### src/rtl/conv_seq_ctrl.sv
// Per-channel sequencer for the shared add/sub unit: walks the power-of-two
// coefficient groups for one sample and accumulates a 40-bit y.
module conv_seq_ctrl #(
    parameter int NUM_R   = 16,
    parameter int COEF_AW = 9,
    parameter int DATA_AW = 8,
    parameter int ACC_W   = 40,
    localparam int J_W    = $clog2(NUM_R)
) (
    input  logic               Sclk,
    input  logic               Reset_n,
    input  logic               start,
    input  logic               abort,
    input  logic [DATA_AW-1:0] cur_idx,
    input  logic [DATA_AW:0]   samp_cnt,
    output logic [J_W-1:0]     rj_addr,
    input  logic [7:0]         rj_data,
    output logic [COEF_AW-1:0] coef_addr,
    input  logic [8:0]         coef_data,
    output logic [DATA_AW-1:0] x_addr,
    input  logic [15:0]        x_data,
    output logic [ACC_W-1:0]   add_a,
    output logic [ACC_W-1:0]   add_b,
    output logic               addsub,
    output logic               adder_en,
    input  logic [ACC_W-1:0]   sum,
    output logic               busy,
    output logic [ACC_W-1:0]   y_out,
    output logic               y_valid
);

    typedef enum logic [2:0] {
        S_IDLE, S_RJ_RD, S_RJ_WAIT, S_C_RD, S_X_RD, S_ACC, S_SHIFT, S_DONE
    } state_t;

    state_t             state_q, state_d;
    logic [ACC_W-1:0]   acc_q, acc_d;
    logic [ACC_W-1:0]   y_out_q, y_out_d;
    logic [J_W-1:0]     j_q, j_d;
    logic [J_W-1:0]     rj_addr_q, rj_addr_d;
    logic [COEF_AW-1:0] coef_addr_q, coef_addr_d;
    logic [DATA_AW-1:0] x_addr_q, x_addr_d;
    logic [7:0]         cnt_q, cnt_d;
    logic               sign_q, sign_d;
    logic               mask_q, mask_d;
    logic               busy_q, busy_d;
    logic               y_valid_q, y_valid_d;
    logic [DATA_AW-1:0] x_rd_addr;

    // The history address is presented during X_RD so x_data lands in ACC.
    assign x_rd_addr = cur_idx - DATA_AW'(coef_data[7:0]);

    always_comb begin
        state_d     = state_q;
        acc_d       = acc_q;
        y_out_d     = y_out_q;
        j_d         = j_q;
        rj_addr_d   = rj_addr_q;
        coef_addr_d = coef_addr_q;
        x_addr_d    = x_addr_q;
        cnt_d       = cnt_q;
        sign_d      = sign_q;
        mask_d      = mask_q;
        busy_d      = busy_q;
        y_valid_d   = 1'b0;
        case (state_q)
            S_IDLE: begin
                if (start) begin
                    acc_d       = '0;
                    j_d         = '0;
                    rj_addr_d   = '0;
                    coef_addr_d = '0;
                    busy_d      = 1'b1;
                    state_d     = S_RJ_RD;
                end
            end
            S_RJ_RD: state_d = S_RJ_WAIT;
            S_RJ_WAIT: begin
                cnt_d   = rj_data;
                state_d = (rj_data == 8'd0) ? S_SHIFT : S_C_RD;
            end
            S_C_RD: state_d = S_X_RD;
            S_X_RD: begin
                sign_d   = coef_data[8];
                mask_d   = ((DATA_AW+1)'(coef_data[7:0]) >= samp_cnt);
                x_addr_d = x_rd_addr;
                state_d  = S_ACC;
            end
            S_ACC: begin
                if (!mask_q) acc_d = sum;
                coef_addr_d = coef_addr_q + 1'b1;
                cnt_d       = cnt_q - 8'd1;
                state_d     = (cnt_q == 8'd1) ? S_SHIFT : S_C_RD;
            end
            S_SHIFT: begin
                acc_d = $signed(acc_q) >>> 1;
                if (j_q == J_W'(NUM_R - 1)) begin
                    y_out_d   = acc_d;
                    y_valid_d = 1'b1;
                    state_d   = S_DONE;
                end else begin
                    j_d       = j_q + 1'b1;
                    rj_addr_d = j_q + 1'b1;
                    state_d   = S_RJ_RD;
                end
            end
            S_DONE: begin
                busy_d  = 1'b0;
                state_d = S_IDLE;
            end
            default: state_d = S_IDLE;
        endcase
        // Abort overrides everything, including a simultaneous start.
        if (abort) begin
            state_d   = S_IDLE;
            busy_d    = 1'b0;
            y_valid_d = 1'b0;
            y_out_d   = y_out_q;
        end
    end

    always_ff @(posedge Sclk or negedge Reset_n) begin
        if (!Reset_n) begin
            state_q     <= S_IDLE;
            acc_q       <= '0;
            y_out_q     <= '0;
            j_q         <= '0;
            rj_addr_q   <= '0;
            coef_addr_q <= '0;
            x_addr_q    <= '0;
            cnt_q       <= '0;
            sign_q      <= 1'b0;
            mask_q      <= 1'b0;
            busy_q      <= 1'b0;
            y_valid_q   <= 1'b0;
        end else begin
            state_q     <= state_d;
            acc_q       <= acc_d;
            y_out_q     <= y_out_d;
            j_q         <= j_d;
            rj_addr_q   <= rj_addr_d;
            coef_addr_q <= coef_addr_d;
            x_addr_q    <= x_addr_d;
            cnt_q       <= cnt_d;
            sign_q      <= sign_d;
            mask_q      <= mask_d;
            busy_q      <= busy_d;
            y_valid_q   <= y_valid_d;
        end
    end

    assign rj_addr   = rj_addr_q;
    assign coef_addr = coef_addr_q;
    assign x_addr    = (state_q == S_X_RD) ? x_rd_addr : x_addr_q;
    assign adder_en  = (state_q == S_ACC) && !mask_q;
    assign addsub    = (state_q == S_ACC) && sign_q;
    assign add_a     = adder_en ? {{(ACC_W-32){x_data[15]}}, x_data, 16'h0000} : '0;
    assign add_b     = acc_q;
    assign busy      = busy_q;
    assign y_out     = y_out_q;
    assign y_valid   = y_valid_q;

endmodule
### config.mk
export PLATFORM = sky130hd
export DESIGN_NAME = conv_seq_ctrl
export DESIGN_NICKNAME = d
export VERILOG_FILES = /design/src/rtl/conv_seq_ctrl.sv
export SDC_FILE = /design/constraint.sdc
export NUM_CORES = 1
export LEC_CHECK = 0
export BUFFER_PORTS_ARGS = -buffer_cell sky130_fd_sc_hd__buf_2
export CAP_MARGIN = 20
export CELL_PAD_IN_SITES_DETAIL_PLACEMENT = 1
export CELL_PAD_IN_SITES_GLOBAL_PLACEMENT = 2
export CORE_UTILIZATION = 26
export DETAILED_ROUTE_END_ITERATION = 16
export GPL_TIMING_DRIVEN = 0
export HOLD_SLACK_MARGIN = 0.02
export PLACE_DENSITY = 0.84
export SLEW_MARGIN = 20
export SYNTH_ARGS = -nofsm -noshare
export SYNTH_HDL_FRONTEND = slang
export SYNTH_SLANG_ARGS = --single-unit
export TNS_END_PERCENT = 100
### constraint.sdc
create_clock -name Sclk -period 1.8 [get_ports Sclk]
set_clock_uncertainty 0.05 [all_clocks]
set_input_delay 0.09 -clock Sclk [delete_from_list [all_inputs] [get_ports Sclk]]
set_output_delay 0.09 -clock Sclk [all_outputs]
set_load 0.05 [all_outputs]
==> flow_summary.toml <==
[status]
status = "finished with violations"
violations = "setup timing"

[finish]
area_growth_pct = 66.3
post-route-util_pct = 44.7
nets = 1022
drive_above_1_share_pct = 48.1

[yosys]
avgSynthCellArea_um2 = 10.6
async_reset_ff_share_pct = 100
ys_types = 56
syn_area_um2 = 5940
ys_seq_area_share_pct = 48.5
ys.warnings.count = 0
synth-edff-count = 0
ys_ff_latch = 115
netlist_instances = 559
synth_top_flop_cell = "dfrtp_1"

[floorplanning]
num_rows = 54
core_area_um2 = 22100
die_w_um = 153
initial_core_util_pct = 26.9
die_area_um2 = 23400
boundaryPins = 239
die_h_um = 153

[power]
swShare_pct = 31.8
seq_power_share_pct = 33.3
power.density_nw_per_um2 = 909
vdd_drop_max_uv = 597
static-leakage-power_uw = 0.00499
combPwrFrac_pct = 26.0
netSwitchingPower_uw = 2860
total_power_uw = 8980
p_clk_share_pct = 40.7
intPower_uw = 6120

[routing]
vias = 5634
dr.pass1.iters = 4
ant_nets = 0
drc = 0
drt_iter0_markers = 203
routed_wl_um = 22000
post_drt_wl_per_cell_um = 18.2
viasPerCell = 4.68

[setup_path]
arrival_ns = 1.92
startpoint_type = "flop"
reg2reg_depth = 9
crit_required_ns = 1.66
cp-end-kind = "output pin"
rr_startpoint = "state_q[0]"
path_class = "flop to output pin"
r2r_slack_ns = -0.23
crit_path_end = "x_addr[4]"
rr_endpoint = "y_out[16]"
critPathMaxFanout = 10
crit_start = "state_q[0]"

[timing]
worst_pin_slew_ns = 0.642
finalSetupTns_ns = -16.30
worst_slack_ns = -0.260
setup-violations-final = 108
post-route-min-period_ns = 2.06
slew_headroom_pct = 56.9
max_freq_mhz = 486
holdWs_ns = 0.0700
report.final.hold_viol_count = 0
rsz0062_at_grt = "true"
drv_slew = 0
period_share_pct = 114

[global_route]
first_global_vias = 6265
overflow = 0
grtUsageTotal_pct = 19.1
antenna_found_initial = 1
grt_max_degree = 67
grt_pass1_wl_um = 34600

[clocking]
cts.sinks = 115
insertion_delay_ns = 0.42
htreeDepth = 4
ctsRootBufferMaster = "clkbuf_16"
cts_tree = "yes"
numCtsBuffers = 17
clk_path_buf_depth = 2
clkSlewWorstSetupHoldPaths_ns = 0.06

[run]
max_cap_violations = 0

[place]
hpwl_um = 14400
io_buffers = 222
place.gp.congestion = 0.777

[min_path]
worstHoldPathType = "input pin to flop"
[cells in the mapped netlist, drive strengths merged, types with 10 or more instances]
cell / count / area (µm²)
nand3: 10 / 50.1
clkbuf: 15 / 56.3
dfrtp: 115 / 2880
nor2: 22 / 98.9
and2: 17 / 106
o21ai: 69 / 345
a21oi: 19 / 98.9
nand2: 70 / 263
mux2: 41 / 608
buf: 40 / 332
ha: 19 / 238
inv: 22 / 82.6
a22oi: 39 / 293
[per-stage QoR]
| stage | cell area, µm² | setup slack (ns) | cells |
|---|---|---|---|
| final | 9870 | -0.260 | 1203 |
| after global routing | 9870 | -0.356 | 1201 |
| after CTS | 9630 | -0.282 | 1193 |
| after detailed placement | 7560 | -0.602 | 1077 |
| after global placement | 7530 | -1.19 | 1076 |
| after floorplan | 6070 | -0.0275 | 574 |
[cell type report]
cell class              count  area [µm²]
clock inverters            14         203
well taps                 280         350
flip-flops and latches    115        2880
multi-input cells         383        2860
plain buffers              51         534
inverters                  22        85.1
diodes                      2        5.00
clock buffers              18         429
repair buffers            318        2520
fillers                  2451       12200
[per-layer routing]
metal  up-vias  part of all wire, %  track usage (%)
li1       2637                    -                -
met3        18                  6.5             5.93
met1      2777                   40             21.2
met4         0                 0.91             4.86
met2       202                   52             35.2
met5         -                    0                0
[cells in the final DEF, fill, tap and decap left out, types with 19 or more instances in the layout]
cell	n
dfrtp_1	112
o21ai_0	60
nor2_1	19
mux2_4	40
dlygate4sd3_1	51
buf_4	41
inv_1	21
nand2_1	64
a22oi_1	39
buf_6	29
buf_8	31
buf_2	187
clkbuf_16	20
[worst max-delay path, cell delays in order (launching register included)]
cell and delay [ns]:
dfrtp_1 0.40, buf_4 0.15, buf_6 0.13, nand2b_1 0.17, buf_8 0.15, buf_4 0.16, o21ai_4 0.16, buf_8 0.17
[state kept, by name, indices dropped and copies added, names as in the netlist]
name,flops
add_b,40
busy,1
cnt_q,8
coef_addr,9
mask_q,1
rj_addr,4
sign_q,1
state_q,3
x_addr_q,8
y_out,39
y_valid,1
[cells by family (layout without fill, tap and decap cells)]
logic type      Yosys count  after routing  synth area share, %
buf+inv                  77            423                 7.92
other cells               1             18               0.0632
fa+ha+maj                20             20                 4.34
xor+xnor                  8              8                 1.18
mux                      42             42                 10.4
simple gates            147            148                 12.1
flops                   115            115                 48.5
compound gates          149            149                 15.5
[how the worst min path moves through the flow]
stage	cells past startpoint	start	to
global route	4	sum[39]	add_b[39]
floorplan	0	Reset_n	add_b[0]
global placement	2	samp_cnt[8]	mask_q
CTS	5	start	busy
finish	4	sum[39]	add_b[39]
detailed placement	1	Reset_n	y_out[28]
[power groups by stage]
stage	clock, µW	combinational (µW)	sequential, µW
3_3_place_gp	0	1690	3000
6_report	3650	2330	2990
4_1_cts	3730	2130	2980
2_1_floorplan	0	1160	3030
3_5_place_dp	0	1730	3010
5_1_grt	3850	2510	3020
[what timing repair did]
item                                   CTS  global route
endpoints found under the hold margin  102             0
setup endpoints to repair              130           118
buffers inserted                        28            12
pin swaps                               15            14
gates cloned                             6             3
hold buffers                            51             0
gates resized for setup                171            48
Power figures use the tool's default switching activity.
